$ cat src/rtl/prefetch_pkg.sv
// Shared types and constants for the instruction prefetch front end.
package prefetch_pkg;

    localparam int PF_XLEN     = 32;
    localparam int INSTR_BYTES = 4;

    typedef struct packed {
        logic [PF_XLEN-1:0] pc;
        logic [PF_XLEN-1:0] instr;
    } fetch_entry_t;

    typedef enum logic [1:0] {
        IDLE   = 2'd0,
        FETCH  = 2'd1,
        HALTED = 2'd2
    } pf_state_t;

endpackage

$ cat src/rtl/prefetch_if.sv
// Instruction-memory request/response bus plus the decode-side valid/ready handshake.
interface prefetch_if
    import prefetch_pkg::*;
#(
    parameter int XLEN = PF_XLEN
);
    logic            imem_req;
    logic [XLEN-1:0] imem_addr;
    logic            imem_rvalid;
    logic [XLEN-1:0] imem_rdata;
    logic            instr_valid;
    logic            instr_ready;
    logic [XLEN-1:0] instr;
    logic [XLEN-1:0] instr_pc;

    // master = prefetch unit, slave = memory + decode environment
    modport master (
        output imem_req, imem_addr, instr_valid, instr, instr_pc,
        input  imem_rvalid, imem_rdata, instr_ready
    );

    modport slave (
        input  imem_req, imem_addr, instr_valid, instr, instr_pc,
        output imem_rvalid, imem_rdata, instr_ready
    );
endinterface

$ cat src/rtl/prefetch_fifo.sv
// DEPTH-entry synchronous queue of fetch entries; flush overrides push and pop,
// push+pop while full is accepted. Head output reads 0 while empty.
module prefetch_fifo
    import prefetch_pkg::*;
#(
    parameter int DEPTH = 4,
    localparam int PW = (DEPTH > 1) ? $clog2(DEPTH) : 1,
    localparam int CW = $clog2(DEPTH + 1)
) (
    input  logic         clk,
    input  logic         reset,
    input  logic         push,
    input  fetch_entry_t din,
    input  logic         pop,
    input  logic         flush,
    output fetch_entry_t dout,
    output logic         full,
    output logic         empty,
    output logic [CW-1:0] occupancy
);

    logic [PW-1:0] wr_ptr_reg, rd_ptr_reg;
    logic [CW-1:0] count_reg;
    fetch_entry_t  mem_reg [DEPTH];
    logic          do_push, do_pop;

    function automatic logic [PW-1:0] bump(input logic [PW-1:0] p);
        return (p == PW'(DEPTH - 1)) ? '0 : p + PW'(1);
    endfunction

    assign full      = (count_reg == CW'(DEPTH));
    assign empty     = (count_reg == '0);
    assign occupancy = count_reg;
    assign do_pop    = pop && !flush && !empty;
    assign do_push   = push && !flush && (!full || do_pop);
    assign dout      = empty ? '0 : mem_reg[rd_ptr_reg];

    always_ff @(posedge clk or negedge reset) begin
        if (!reset) begin
            wr_ptr_reg <= '0;
            rd_ptr_reg <= '0;
            count_reg  <= '0;
        end else if (flush) begin
            wr_ptr_reg <= '0;
            rd_ptr_reg <= '0;
            count_reg  <= '0;
        end else begin
            if (do_push) wr_ptr_reg <= bump(wr_ptr_reg);
            if (do_pop)  rd_ptr_reg <= bump(rd_ptr_reg);
            count_reg <= count_reg + CW'(do_push) - CW'(do_pop);
        end
    end

    // Storage carries no reset; the empty gate on dout hides stale contents.
    always_ff @(posedge clk) begin
        if (do_push) mem_reg[wr_ptr_reg] <= din;
    end

endmodule

$ cat src/rtl/prefetch_unit.sv
// In-order instruction prefetch front end with redirect/drop handling.
// Optional fetch/drop statistics outputs are enabled by defining PREFETCH_STATS_EN.
module prefetch_unit
    import prefetch_pkg::*;
#(
    parameter int              XLEN     = PF_XLEN,
    parameter int              DEPTH    = 4,
    parameter logic [XLEN-1:0] RESET_PC = '0
) (
    input  logic            clk,
    input  logic            reset,
    input  logic            halt,
    input  logic            redirect_valid,
    input  logic [XLEN-1:0] redirect_pc,
    prefetch_if.master      bus
`ifdef PREFETCH_STATS_EN
    ,
    output logic [31:0]     stat_fetched,
    output logic [31:0]     stat_dropped
`endif
);

    localparam int CW = $clog2(DEPTH + 1);

    pf_state_t       state_reg, state_next;
    logic [XLEN-1:0] fetch_pc_reg, fetch_pc_next;
    logic [XLEN-1:0] resp_pc_reg, resp_pc_next;
    logic [XLEN-1:0] redirect_aligned;
    logic [CW-1:0]   inflight_reg, inflight_next;
    logic [CW-1:0]   drop_cnt_reg, drop_cnt_next;
    logic [CW-1:0]   occupancy;
    logic [CW:0]     credit_used;
    logic            issue, fifo_push, fifo_pop, fifo_full, fifo_empty;
    fetch_entry_t    push_entry, head_entry;

    assign redirect_aligned = redirect_pc & ~(XLEN'(INSTR_BYTES) - XLEN'(1));

    // Queued words plus words still in flight may never exceed the queue size,
    // so every response is guaranteed a free slot.
    assign credit_used = {1'b0, occupancy} + {1'b0, inflight_reg};
    assign issue       = (state_reg == FETCH) && !redirect_valid && (credit_used < (CW+1)'(DEPTH));

    assign fifo_push = bus.imem_rvalid && (drop_cnt_reg == '0) && !redirect_valid;
    assign fifo_pop  = !fifo_empty && bus.instr_ready;

    assign push_entry.pc    = resp_pc_reg;
    assign push_entry.instr = bus.imem_rdata;

    assign bus.imem_req    = issue;
    assign bus.imem_addr   = fetch_pc_reg;
    assign bus.instr_valid = !fifo_empty;
    assign bus.instr       = head_entry.instr;
    assign bus.instr_pc    = head_entry.pc;

    always_comb begin
        state_next = state_reg;
        case (state_reg)
            IDLE:    state_next = FETCH;
            FETCH:   if (halt)  state_next = HALTED;
            HALTED:  if (!halt) state_next = FETCH;
            default: state_next = IDLE;
        endcase
    end

    always_comb begin
        inflight_next = inflight_reg + CW'(issue) - CW'(bus.imem_rvalid);
        drop_cnt_next = drop_cnt_reg;
        fetch_pc_next = fetch_pc_reg;
        resp_pc_next  = resp_pc_reg;
        if (redirect_valid) begin
            // Everything still outstanding after this cycle belongs to the old stream.
            drop_cnt_next = inflight_reg - CW'(bus.imem_rvalid);
            fetch_pc_next = redirect_aligned;
            resp_pc_next  = redirect_aligned;
        end else begin
            if (issue)     fetch_pc_next = fetch_pc_reg + XLEN'(INSTR_BYTES);
            if (fifo_push) resp_pc_next  = resp_pc_reg + XLEN'(INSTR_BYTES);
            if (bus.imem_rvalid && (drop_cnt_reg != '0)) drop_cnt_next = drop_cnt_reg - CW'(1);
        end
    end

    always_ff @(posedge clk or negedge reset) begin
        if (!reset) begin
            state_reg    <= IDLE;
            fetch_pc_reg <= RESET_PC;
            resp_pc_reg  <= RESET_PC;
            inflight_reg <= '0;
            drop_cnt_reg <= '0;
        end else begin
            state_reg    <= state_next;
            fetch_pc_reg <= fetch_pc_next;
            resp_pc_reg  <= resp_pc_next;
            inflight_reg <= inflight_next;
            drop_cnt_reg <= drop_cnt_next;
        end
    end

    prefetch_fifo #(.DEPTH(DEPTH)) u_fifo (
        .clk       (clk),
        .reset     (reset),
        .push      (fifo_push),
        .din       (push_entry),
        .pop       (fifo_pop),
        .flush     (redirect_valid),
        .dout      (head_entry),
        .full      (fifo_full),
        .empty     (fifo_empty),
        .occupancy (occupancy)
    );

    a_no_push_full: assert property (@(posedge clk) disable iff (!reset) !(fifo_push && fifo_full));

`ifdef PREFETCH_STATS_EN
    logic [1:0] stat_inc;
    assign stat_inc = {bus.imem_rvalid && !fifo_push, fifo_push};

    for (genvar gi = 0; gi < 2; gi++) begin : g_stat
        logic [31:0] cnt_reg;
        always_ff @(posedge clk or negedge reset) begin
            if (!reset)
                cnt_reg <= '0;
            else if (stat_inc[gi] && (cnt_reg != '1))
                cnt_reg <= cnt_reg + 32'd1;
        end
    end

    assign stat_fetched = g_stat[0].cnt_reg;
    assign stat_dropped = g_stat[1].cnt_reg;
`endif

endmodule

$ cat src/flat_wrapper.sv
// flat-port wrapper written by rule: the top's interface ports become plain ports
module prefetch_unit_flat import prefetch_pkg::*;
#(
    parameter int              XLEN     = PF_XLEN,
    parameter int              DEPTH    = 4,
    parameter logic [XLEN-1:0] RESET_PC = '0
)
  (clk, reset, halt, redirect_valid, redirect_pc, bus_imem_req, bus_imem_addr, bus_instr_valid, bus_instr, bus_instr_pc, bus_imem_rvalid, bus_imem_rdata, bus_instr_ready);
  prefetch_if #(.XLEN(XLEN)) bus_i ();
  input  logic clk;
  input  logic reset;
  input  logic halt;
  input  logic redirect_valid;
  input  logic [XLEN-1:0] redirect_pc;
  output wire logic [$bits(bus_i.imem_req)-1:0] bus_imem_req;
  output wire logic [$bits(bus_i.imem_addr)-1:0] bus_imem_addr;
  output wire logic [$bits(bus_i.instr_valid)-1:0] bus_instr_valid;
  output wire logic [$bits(bus_i.instr)-1:0] bus_instr;
  output wire logic [$bits(bus_i.instr_pc)-1:0] bus_instr_pc;
  input wire logic [$bits(bus_i.imem_rvalid)-1:0] bus_imem_rvalid;
  input wire logic [$bits(bus_i.imem_rdata)-1:0] bus_imem_rdata;
  input wire logic [$bits(bus_i.instr_ready)-1:0] bus_instr_ready;
  assign bus_imem_req = bus_i.imem_req;
  assign bus_imem_addr = bus_i.imem_addr;
  assign bus_instr_valid = bus_i.instr_valid;
  assign bus_instr = bus_i.instr;
  assign bus_instr_pc = bus_i.instr_pc;
  assign bus_i.imem_rvalid = bus_imem_rvalid;
  assign bus_i.imem_rdata = bus_imem_rdata;
  assign bus_i.instr_ready = bus_instr_ready;
  prefetch_unit #(.XLEN(XLEN), .DEPTH(DEPTH), .RESET_PC(RESET_PC)) u_core (.clk(clk), .reset(reset), .halt(halt), .redirect_valid(redirect_valid), .redirect_pc(redirect_pc), .bus(bus_i));
endmodule
$ cat config.mk
export PLATFORM = sky130hd
export DESIGN_NAME = prefetch_unit_flat
export DESIGN_NICKNAME = d
export VERILOG_FILES = /design/src/rtl/prefetch_pkg.sv /design/src/rtl/prefetch_if.sv /design/src/rtl/prefetch_fifo.sv /design/src/rtl/prefetch_unit.sv /design/src/flat_wrapper.sv
export SDC_FILE = /design/constraint.sdc
export NUM_CORES = 1
export LEC_CHECK = 0
export CORE_UTILIZATION = 45
export CTS_CLUSTER_SIZE = 16
export DETAILED_ROUTE_END_ITERATION = 12
export PLACE_DENSITY = 0.78
export SYNTH_ARGS = -nofsm -noshare
export SYNTH_HDL_FRONTEND = slang
export SYNTH_SLANG_ARGS = --single-unit
$ cat constraint.sdc
create_clock -name clk -period 3.65 [get_ports clk]
set_input_delay 0.365 -clock clk [delete_from_list [all_inputs] [get_ports clk]]
set_output_delay 0.365 -clock clk [all_outputs]
set_load 0.05 [all_outputs]
==> out/qor.txt <==
status -> finished, final reports clean
cell count after placement -> 1364
Port Buffer Count -> 161
Antenna diodes -> 0
CTS tree -> built
Reg-to-Reg Start -> u_core.u_fifo.occupancy[2]$_DFF_PN0_
Tmin final -> 3.36 ns
Fill cells -> 2317
post-cts sizing count -> 0
clk_lat worst skew -> 0.50 ns
Post-Synth XOR/XNOR Area -> 3.99%
Ports -> 168
routed wire length -> 28.1 mm
register area share after synthesis -> 67.5%
combinational family with the most area after synthesis -> multiplexers
Tot GR Track Use -> 18.4%
Die Area -> 31400 um^2
endpoints failing hold -> 0
mux contribution to synthesized area -> 12.6%
Comb power frac -> 33.2%
CP Max Fanout -> 28
Post-route DRC -> 0
1st-iter DRT viols -> 432
pin count of the biggest net entering global routing -> 66
setup_tns -> 0 ns
drt via density -> 5.38
Lkg Pwr -> 0.00581 uW
worst-case reg-to-reg path depth -> 10
reg2reg end -> u_core.inflight_reg[2]$_DFF_PN0_
crit share post-route -> 92.1%
CTS H-Tree Depth -> 2
maximum VDD drop -> 0.404 mV
Max transition margin -> 37.8%
Worst Tran Pin Value -> 0.932 ns
routed len/inst -> 19.7 um
CTS Buf Count -> 34
core area -> 30000 um^2
setup repair after global routing missed its margin -> no
post-synthesis cell type count -> 49
GRT Residual Overflow -> 0
global-route wire length before repair -> 43.9 mm
Yosys reg bits -> 323
CTS Root Cell -> clkbuf_16
Avg Inst Size Synth -> 16.7 um^2
Syn Inst Count -> 829
PD cells -> 678 nW/um^2
Max Root-Sink Buffers -> 3
Initial Util -> 46.1%
die span in x -> 177 um
Largest register FFs -> 248
Clk pwr share -> 27.9%
Synth Area in Simple Gates -> 10.3%
Clock Skews -> 0.0179 ns
data required time of the worst path -> 3.28 ns
Flop pwr share -> 39.0%
total power -> 11600 uW
post-route insts no fill -> 1424
CP Capture Type -> output port
clk sinks -> 323
most frequent cells in the layout -> 248 x edfxtp_1, 159 x clkdlybuf4s50_1, 73 x dfrtp_1
met2 wire len -> 13.5 mm
initial antenna violation count -> 0
Post-synth EDFFs -> 248
synthesis-to-layout area growth -> 23.4%
Met3 Routed Length -> 1.58 mm
first-pass detailed-route iteration total -> 5
met1 WL -> 12.6 mm
dpl hpwl -> 18.3 mm
startpoint types -> flip-flop
internal power -> 7630 uW
Die Y -> 177 um
Final Max Slew Viols -> 0
Synth Area in Compound Gates -> 1.99%
via count -> 7662
Top Layer Used -> met4
antenna viol nets, final -> 0
share of layout cells above drive strength 1 -> 18.1%
min-delay worst type -> in -> async
flop2flop setup slack -> 0.77 ns
Post-CTS Setup Bufs -> 0
Synth Flop Type -> edfxtp_1
Fmax achieved -> 298 MHz
Worst EP arrival -> 3.00 ns
vias in the first global route -> 7866
hold_buf cts -> 0
Syn Std Cell Area -> 13800 um^2
max-capacitance violation count -> 0
most common cell after layout, fill and taps aside -> edfxtp_1
final setup fails -> 0
Async SR Flop Fraction -> 23.2%
clock-pin slew of the registers on the worst-case setup and hold paths -> 0.06 ns
sw frac -> 34.0%
routability cong. -> 0.862
Core Rows -> 63
fraction of the mapped netlist area in adder cells -> 1.83%
NetSw -> 3930 uW
Crit Path Category -> reg -> out
fin nets -> 1099
Synth Warn # -> 0
[stage by stage]
step / util [%] / instance area (um^2) / setup WS [ns] / hold WS [ns]
4_1_cts: 56.9 / 17100 / 0.194 / 0.0243
5_1_grt: 56.9 / 17100 / 0.115 / 0.0806
2_1_floorplan: - / 13800 / 0.376 / 0.0694
3_3_place_gp: 53.5 / 16000 / 0.570 / 0.508
3_5_place_dp: 53.5 / 16000 / 0.569 / 0.542
6_report: 56.9 / 17100 / 0.289 / 0.00616
[synthesized netlist by cell type, drive strengths merged, types with 2 or more instances]
cell	count	area (um^2)
edfxtp	248	7450
dfrtp	75	1880
and2	69	432
mux4	62	1400
xnor2	35	307
mux2	29	327
xor2	28	245
nand2	26	97.6
nand3	25	125
clkbuf	23	86.3
nor3	23	130
inv	21	78.8
a21boi	19	143
nor2	19	71.3
ha	17	213
buf	16	86.3
nand4	15	106
a21oi	14	70.1
nor4	12	153
nand2b	11	68.8
and3	6	37.5
and4	6	52.6
o21ai	5	25.0
nor3b	4	35.0
fa	2	40.0
mux2i	2	20.0
nand4b	2	32.5
nor2b	2	12.5
nor4b	2	23.8
or3	2	12.5
[cells by family (layout without fill, tap and decap cells)]
| kind of cell | after synthesis | after routing |
|---|---|---|
| mux | 93 | 93 |
| buf+inv | 60 | 262 |
| xor+xnor | 63 | 63 |
| fa+ha+maj | 19 | 19 |
| compound gates | 43 | 43 |
| simple gates | 227 | 227 |
| other cells | 1 | 4 |
| flops | 323 | 323 |
[area by class of cell]
type	count	area [um^2]	area share (%)
sequential	323	9330	54.7
multi-input combinational	449	4260	25.0
timing repair buffer	181	1850	10.9
clock buffer	44	910	5.33
tap	390	488	2.86
clock inverter	16	128	0.749
inverter	21	78.8	0.462
[metal layers]
metal  vias to the layer above  global-route usage [%]
li1                       3508                       -
met1                      3882                    25.4
met2                       236                    30.4
met3                        36                    3.05
met4                         0                    4.67
met5                         -                       0
[worst max path at each step]
stage,startpoint,to,cells past startpoint
after floorplan,u_core.drop_cnt_reg[0]$_DFFE_PN0P_,u_core.u_fifo.mem_reg[1][0]$_DFFE_PP_,5
after global placement,bus_imem_rvalid,u_core.u_fifo.occupancy[2]$_DFF_PN0_,12
after detailed placement,bus_imem_rvalid,u_core.u_fifo.occupancy[2]$_DFF_PN0_,12
after CTS,u_core.u_fifo.rd_ptr_reg[0]$_DFFE_PN0P_,bus_instr_pc[18],4
after global routing,u_core.u_fifo.rd_ptr_reg[0]$_DFFE_PN0P_,bus_instr[2],4
final,u_core.u_fifo.rd_ptr_reg[0]$_DFFE_PN0P_,bus_instr[1],4
[power by group through the flow]
| stage | Sequential [uW] | Clock, uW | Combinational [uW] |
|---|---|---|---|
| after global placement | 4560 | 0 | 3850 |
| final | 4500 | 3220 | 3840 |
| after detailed placement | 4580 | 0 | 3880 |
| after CTS | 4510 | 3300 | 3900 |
| after global routing | 4550 | 3450 | 4080 |
| after floorplan | 4610 | 0 | 2550 |
[worst max-delay path: stages, from the launching register on]
cell and delay, ns:
dfrtp_4 0.72, buf_12 0.31, mux4_2 0.54, and2_1 0.18, clkdlybuf4s50_1 0.69
Note: power is estimated with default switching activity, not from simulation.
